File: config.mk
export PLATFORM = sky130hd
export DESIGN_NAME = ahb2apb_bridge
export DESIGN_NICKNAME = d
export VERILOG_FILES = /design/src/rtl/ahb2apb_bridge_pkg.sv /design/src/rtl/apb_psel_decoder.sv /design/src/rtl/ahb2apb_bridge.sv
export SDC_FILE = /design/constraint.sdc
export NUM_CORES = 1
export LEC_CHECK = 0
export BUFFER_PORTS_ARGS = -buffer_cell sky130_fd_sc_hd__buf_2
export CORE_AREA = 2 2 120 122
export DETAILED_ROUTE_END_ITERATION = 8
export DIE_AREA = 0 0 122 124
export PLACE_DENSITY = 0.64
export REMOVE_ABC_BUFFERS = 1
export SETUP_SLACK_MARGIN = 0.4
export SYNTH_ARGS = -nofsm -noshare
export SYNTH_HDL_FRONTEND = slang
export SYNTH_SLANG_ARGS = --single-unit
File: constraint.sdc
create_clock -name HCLK -period 2.4 [get_ports HCLK]
set_input_delay 0.12 -clock HCLK [delete_from_list [all_inputs] [get_ports HCLK]]
set_output_delay 0.12 -clock HCLK [all_outputs]
set_load 0.1 [all_outputs]
File: src/rtl/ahb2apb_bridge_pkg.sv
// Shared encodings for the AHB-to-APB bridge: AHB HTRANS/HRESP codes
// and bridge FSM states.
package ahb2apb_bridge_pkg;

  localparam logic [1:0] HTRANS_IDLE   = 2'b00;
  localparam logic [1:0] HTRANS_BUSY   = 2'b01;
  localparam logic [1:0] HTRANS_NONSEQ = 2'b10;
  localparam logic [1:0] HTRANS_SEQ    = 2'b11;

  localparam logic [1:0] HRESP_OKAY  = 2'b00;
  localparam logic [1:0] HRESP_ERROR = 2'b01;
  localparam logic [1:0] HRESP_RETRY = 2'b10;
  localparam logic [1:0] HRESP_SPLIT = 2'b11;

  typedef enum logic [2:0] {
    ST_IDLE,
    ST_SETUP,
    ST_ACCESS,
    ST_DONE,
    ST_ERR1,
    ST_ERR2
  } br_state_e;

  function automatic logic htrans_active(input logic [1:0] t);
    return (t == HTRANS_NONSEQ) || (t == HTRANS_SEQ);
  endfunction

endpackage

File: src/rtl/apb_psel_decoder.sv
// One-hot APB peripheral select from the registered index.
module apb_psel_decoder #(
  parameter int NUM_PSLV = 4,
  parameter int IDX_W    = $clog2(NUM_PSLV)
) (
  input  logic [IDX_W-1:0]    idx,
  input  logic                en,
  output logic [NUM_PSLV-1:0] psel
);

  always_comb begin
    psel = '0;
    if (en) psel[idx] = 1'b1;
  end

endmodule

File: src/rtl/ahb2apb_bridge.sv
// AHB slave to APB master bridge, one APB access per AHB transfer.
// Define AHB2APB_APB3_EN to honour PREADY wait states and PSLVERR.
module ahb2apb_bridge
  import ahb2apb_bridge_pkg::*;
#(
  parameter int NUM_PSLV = 4,
  parameter int PADDR_W  = 12,
  parameter int PSEL_LSB = 12
) (
  input  logic                     HCLK,
  input  logic                     HRESETn,
  input  logic                     HSEL,
  input  logic [1:0]               HTRANS,
  input  logic                     HWRITE,
  input  logic [2:0]               HSIZE,
  input  logic [31:0]              HADDR,
  input  logic [31:0]              HWDATA,
  input  logic                     HREADY,
  output logic                     HREADYOUT,
  output logic [1:0]               HRESP,
  output logic [15:0]              HSPLIT,
  output logic [31:0]              HRDATA,
  output logic [PADDR_W-1:0]       PADDR,
  output logic [NUM_PSLV-1:0]      PSEL,
  output logic                     PENABLE,
  output logic                     PWRITE,
  output logic [31:0]              PWDATA,
  input  logic [32*NUM_PSLV-1:0]   PRDATA,
  input  logic [NUM_PSLV-1:0]      PREADY,
  input  logic [NUM_PSLV-1:0]      PSLVERR
);

  localparam int IDX_W = $clog2(NUM_PSLV);

  br_state_e          state;
  logic               hreadyout_q;
  logic [1:0]         hresp_q;
  logic [31:0]        hrdata_q;
  logic               psel_en;
  logic               penable_q;
  logic               pwrite_q;
  logic [PADDR_W-1:0] paddr_q;
  logic [IDX_W-1:0]   idx_q;

  logic        acc;
  logic        done_c;
  logic        err_c;
  logic [31:0] prdata_sel;
  logic        unused_ok;

  assign acc = HSEL & htrans_active(HTRANS) & HREADY;
  assign prdata_sel = PRDATA[{idx_q, 5'd0} +: 32];

`ifdef AHB2APB_APB3_EN
  assign done_c    = PREADY[idx_q];
  assign err_c     = PSLVERR[idx_q];
  assign unused_ok = ^{HSIZE, HADDR};
`else
  assign done_c    = 1'b1;
  assign err_c     = 1'b0;
  assign unused_ok = ^{HSIZE, HADDR, PREADY, PSLVERR};
`endif

  always_ff @(posedge HCLK or negedge HRESETn) begin
    if (!HRESETn) begin
      state       <= ST_IDLE;
      hreadyout_q <= 1'b1;
      hresp_q     <= HRESP_OKAY;
      hrdata_q    <= '0;
      psel_en     <= 1'b0;
      penable_q   <= 1'b0;
      pwrite_q    <= 1'b0;
      paddr_q     <= '0;
      idx_q       <= '0;
    end else begin
      unique case (state)
        ST_IDLE, ST_DONE, ST_ERR2: begin
          hresp_q     <= HRESP_OKAY;
          hreadyout_q <= 1'b1;
          if (acc) begin
            state       <= ST_SETUP;
            psel_en     <= 1'b1;
            hreadyout_q <= 1'b0;
            paddr_q     <= HADDR[PADDR_W-1:0];
            idx_q       <= HADDR[PSEL_LSB +: IDX_W];
            pwrite_q    <= HWRITE;
          end else begin
            state <= ST_IDLE;
          end
        end
        ST_SETUP: begin
          state     <= ST_ACCESS;
          penable_q <= 1'b1;
        end
        ST_ACCESS: begin
          if (done_c) begin
            psel_en   <= 1'b0;
            penable_q <= 1'b0;
            if (!pwrite_q) hrdata_q <= prdata_sel;
            if (err_c) begin
              state   <= ST_ERR1;
              hresp_q <= HRESP_ERROR;
            end else begin
              state       <= ST_DONE;
              hreadyout_q <= 1'b1;
            end
          end
        end
        // Two-cycle ERROR: first with HREADYOUT low, then high.
        ST_ERR1: begin
          state       <= ST_ERR2;
          hreadyout_q <= 1'b1;
        end
        default: state <= ST_IDLE;
      endcase
    end
  end

  apb_psel_decoder #(
    .NUM_PSLV(NUM_PSLV),
    .IDX_W   (IDX_W)
  ) u_psel_dec (
    .idx (idx_q),
    .en  (psel_en),
    .psel(PSEL)
  );

  assign HREADYOUT = hreadyout_q;
  assign HRESP     = hresp_q;
  assign HSPLIT    = '0;
  assign HRDATA    = hrdata_q;
  assign PADDR     = paddr_q;
  assign PENABLE   = penable_q;
  assign PWRITE    = pwrite_q;
  assign PWDATA    = HWDATA;

endmodule

# == Word level (Yosys, flattened, before mapping) ==
# Cells that the tools add are included.
# word_totals
register_bits,53
inputBits,210
wordCells,43
# classes
n_lt_le_gt_ge,2
n_eq_ne,8
shift,1
muxes,10
n_bitwise,3
reduce_logical,11
# op_table
operator,count
$shiftx A128 B8 Y32,1
$pmux W3 S4,1
$eq A3 B2 Y1 const B,2
$eq A3 B3 Y1 const B,2
$pmux W1 S2,3
$reduce_and A2 Y1,3
$reduce_bool A2 Y1,3
$eq A2 B2 Y1 const B,2
$mux W1,4
$mux W4,1
$eq A3 B1 Y1 const B,1
$logic_not A3 Y1,1
$lt A2 B3 Y1 const B,1
$reduce_or A3 Y1,1
$and A1 B1 Y1,2
$demux W1 S2,1
$ge A2 B1 Y1 const B,1
$ne A2 B2 Y1 const B,1
$reduce_or A2 Y1,1
$logic_and A1 B1 Y1,1
$logic_or A1 B1 Y1,1
$not A1 Y1,1

# == Longest topological paths before layout ==
# logic_depth
depth_word,6
depth_mapped,5
ltp_nobuf,3

# == Modules after synthesis ==
# Synthesis repeated with hierarchy kept, for this count alone.
# unflattened
hier_cells,231
hier_area_um2,3319.4
# by_module_without_submodules
module,n_inst,cells_each,area_each_um2,seq_area_each_um2
ahb2apb_bridge,1,227,3281.9,1327.5
apb_psel_decoder,1,4,37.5,0.0

# == Least setup slack after synthesis ==
# No wires, ideal clock.
# synth_timing
path_type,register -> output
from,register idx_q[1]
to,output PSEL[2]
arrival_time_ps,3033
required_time_ps,2280
setup_slack_ps,-753
path_stages_with_launch,4
n_path_buf,2
path_cell_list,dfrtp_1 > buf_2 > buf_1 > nor3b_1
# synth_via
elab_chain_cells,5
elab_cells_between_ends,6
classes_between,order compare (2); mux (3); reduce/logical (1)
# synth_rtl
item,line_no,source
from (decl),ahb2apb_bridge.sv:43,logic [IDX_W-1:0] idx_q;
from (signal assigned),ahb2apb_bridge.sv:85,idx_q <= HADDR[PSEL_LSB +: IDX_W];
$lt A2 B3 Y1 (not written as such) / $ge A2 B1 Y1 (equally long branches),apb_psel_decoder.sv:13,if (en) psel[idx] = 1'b1;
$logic_and A1 B1 Y1 (not written as such),apb_psel_decoder.sv:13,
$mux W1 (not written as such),apb_psel_decoder.sv:13,
$demux W1 S2 (*),n/a,
$mux W4 (*),apb_psel_decoder.sv:13,
to (decl),ahb2apb_bridge.sv:24,"output logic [NUM_PSLV-1:0] PSEL,"
# Mark *: on every way between the ends. The rest lies on a longest branch, timed or not.

# == Worst setup path in the final report ==
# Same ends and word-level chain as after synthesis.

==> impl_metrics.tcl <==
set metrics [dict create \
    fp.dieH_um 124 \
    cp_slowest_stage_delay_ns 0.76 \
    coreArea_sq_mm 0.0137 \
    die_width_um 122 \
    synthArstFlopShare 1.00 \
    ys_warn_count 0 \
    postSynthAreaPerCell_sq_um 14.3 \
    grt_max_degree 38 \
    worst-path-stages 2 \
    drive_above_1_share 0.737 \
    ys.flop_type "dfrtp_1" \
    syn2layout_area_growth_pct 31.5 \
    switching_share 0.592 \
    cpLargestDelayFamily "flip-flops" \
    synth_edf_count 0 \
    cts_buffers 5 \
    grt.overflow.total 0 \
    power.share.sequential 0.221 \
    period_share 0.800 \
    synth_common_cells "52 x dfrtp_1, 50 x buf_4, 37 x mux2_2" \
    io_buffers 198 \
    pre_cts_ws_ns 0.488 \
    final_core_util 0.318 \
    grt_pass1_wl_um 14600 \
    gp_congestion 0.746 \
    fin_skew_ns 0.00640 \
    reg2reg_depth 4 \
    fmax_mhz 521 \
    synth_area_leaders "dfrtp_1 39%, mux4_2 22%, mux2_2 13%" \
    die_area_sq_mm 0.0151 \
    initial_core_util 0.242 \
    vdd_ir_drop_max_mv 1.12 \
    cts_root_buffer "clkbuf_16" \
    path_cells "nor3b_1, buf_2" \
    cp_slowest_cell "dfrtp_4" \
    num_vias 2520 \
    grt_pass1_vias 2424 \
    drt-pass1-iter-count 4 \
    antenna_left 0 \
    fin_crit_ns 1.92 \
    cts.sinks 53 \
    track_usage 0.139 \
    wirelength_um 11300 \
    n_antenna_cell 0 \
    power.switching_w 0.00476 \
    yosysMostFrequentCell "dfrtp_1" \
    grt_antenna_before_repair 1 \
    min_path_cells 2 \
    intPower_w 0.00327 \
    power.density_mw_per_mm2 1840 \
    drt_iter0_drc 80 \
    fin_setup_tns_ns 0 \
    hp-class "input pin to flop" \
    status "completed" \
    drv_cap 0 \
    hold_viol_final 0 \
    cp.required_ns 2.28 \
    crit_path_end_kind "primary output" \
    yosysTopAreaCell "dfrtp_1" \
    drc 0 \
    clk_path_buf_depth 2 \
    clk_pin_slew_ns 0.07 \
    clkLatencyLatePin_ns 0.29 \
    leakage_nw 2.07 \
    synthesis.area_sq_mm 0.00332 \
    timing.final.ws_setup_ns 0.481 \
    vias_per_cell 4.38 \
    power_frac_comb 0.691 \
    slew_viol_final 0 \
    wl_per_cell_um 19.6 \
    crit_type "flop to primary output" \
    rsz0062_at_grt "false" \
    worst_pin_slew_ns 0.744 \
    crit_buf_inv 1 \
    rows 43 \
    p_clk_frac 0.088 \
    final_net_count 605 \
    synth_top_area_share 0.392 \
    syn-instance-count 232 \
    synth_seq_cells 53 \
    cts-htree-levels 2 \
    cts_tree "built" \
    ios 311 \
    yosysSeqAreaShare 0.400 \
    worstSetupStartpointType "flop" \
    dp_hpwl_um 9330 \
    setup_viol 0 \
    cp.arrival_ns 1.80 \
    cp_max_fo 37 \
    netlist-cell-type-count 34 \
    slew_headroom 0.504 \
]
## state kept, by name (all words and copies together), names as in the netlist
signal	count
HRDATA	32
PADDR	12
state	3
idx_q	2
HREADYOUT	1
PENABLE	1
PWRITE	1
psel_en	1
## power groups by stage
stage / Sequential, W / Combinational (W) / Clock [W]
CTS: 0.00179 / 0.00559 / 0.000760
detailed placement: 0.00180 / 0.00559 / 0
global route: 0.00185 / 0.00574 / 0.000793
finish: 0.00178 / 0.00555 / 0.000703
global placement: 0.00176 / 0.00555 / 0
floorplan: 0.00472 / 0.00161 / 0
## cell usage in the layout (no fill, tap or decap), drive strengths merged
cell type    synthesis  layout
buf                 63     202
dfrtp               52      52
mux2                47      47
mux4                32      32
conb                 1      18
clkbuf               2       9
nor2                 7       7
nand2                3       3
nand2b               2       2
and3                 2       2
a21oi                2       2
a211oi               2       2
nor3                 2       2
dfstp                1       1
inv                  1       1
nor3b                1       1
nand3                1       1
o21ai                1       1
xnor2                1       1
o21ba                1       1
a311oi               1       1
nor2b                1       1
mux2i                1       1
or3                  1       1
nand3b               1       1
and2                 1       1
a21boi               1       1
o22a                 1       1
dlygate4sd3          0       1
## final cells by class
type                       count  area [sq um]
clock buffer                   8           136
fill                        1395          9360
inverter                       1          3.75
multi-input combinational    130          1580
sequential                    53          1340
tap                          180           225
timing repair buffer         204          1080
## final timing paths
| path | start | end | slack (ns) |
|---|---|---|---|
| max in group asynchronous | HRESETn | HRDATA[12] | 1.37 |
| worst min-delay path | HADDR[7] | PADDR[7] | 0.05 |
| worst min register to register | HRDATA[16] | HRDATA[16] | 0.50 |
| min in group asynchronous | HRESETn | HRDATA[27] | 0.41 |
| worst max-delay path | idx_q[1] | PSEL[2] | 0.48 |
| worst max register to register | state[2] | idx_q[1] | 0.54 |
## layer usage
metal,GRT usage,wire length [um],vias to the layer above
met5,0.0556,111,-
met4,0.0582,396,4
met3,0.0824,1630,14
met2,0.220,5200,197
met1,0.146,3950,1193
li1,-,-,1112
## per-stage QoR
step	power (W)	area, sq um	hold slack (ns)	std cells
floorplan	0.00634	2900	-0.176	184
global placement	0.00731	4200	0.224	567
detailed placement	0.00739	4200	0.234	567
CTS	0.00814	4350	0.0317	576
global route	0.00838	4360	0.0336	576
finish	0.00803	4360	0.0508	576
## cells by family (layout without fill, tap and decap cells)
family          after synthesis  in the layout  share of synthesized area
compound gates                9              9                     0.0249
xor+xnor                      1              1                    0.00264
buf+inv                      66            213                      0.145
flops                        53             53                      0.400
mux                          80             80                      0.391
other cells                   1             18                    0.00113
simple gates                 22             22                     0.0351
## repair_timing
action | 4_1_cts | 5_1_grt
hold buffers | 1 | 0
gates resized for setup | 1 | 3
hold endpoints to repair | 28 | 0
endpoints found under the setup margin | 2 | 7
setup buffers | 0 | 0
Note: power is estimated with default switching activity, not from simulation.
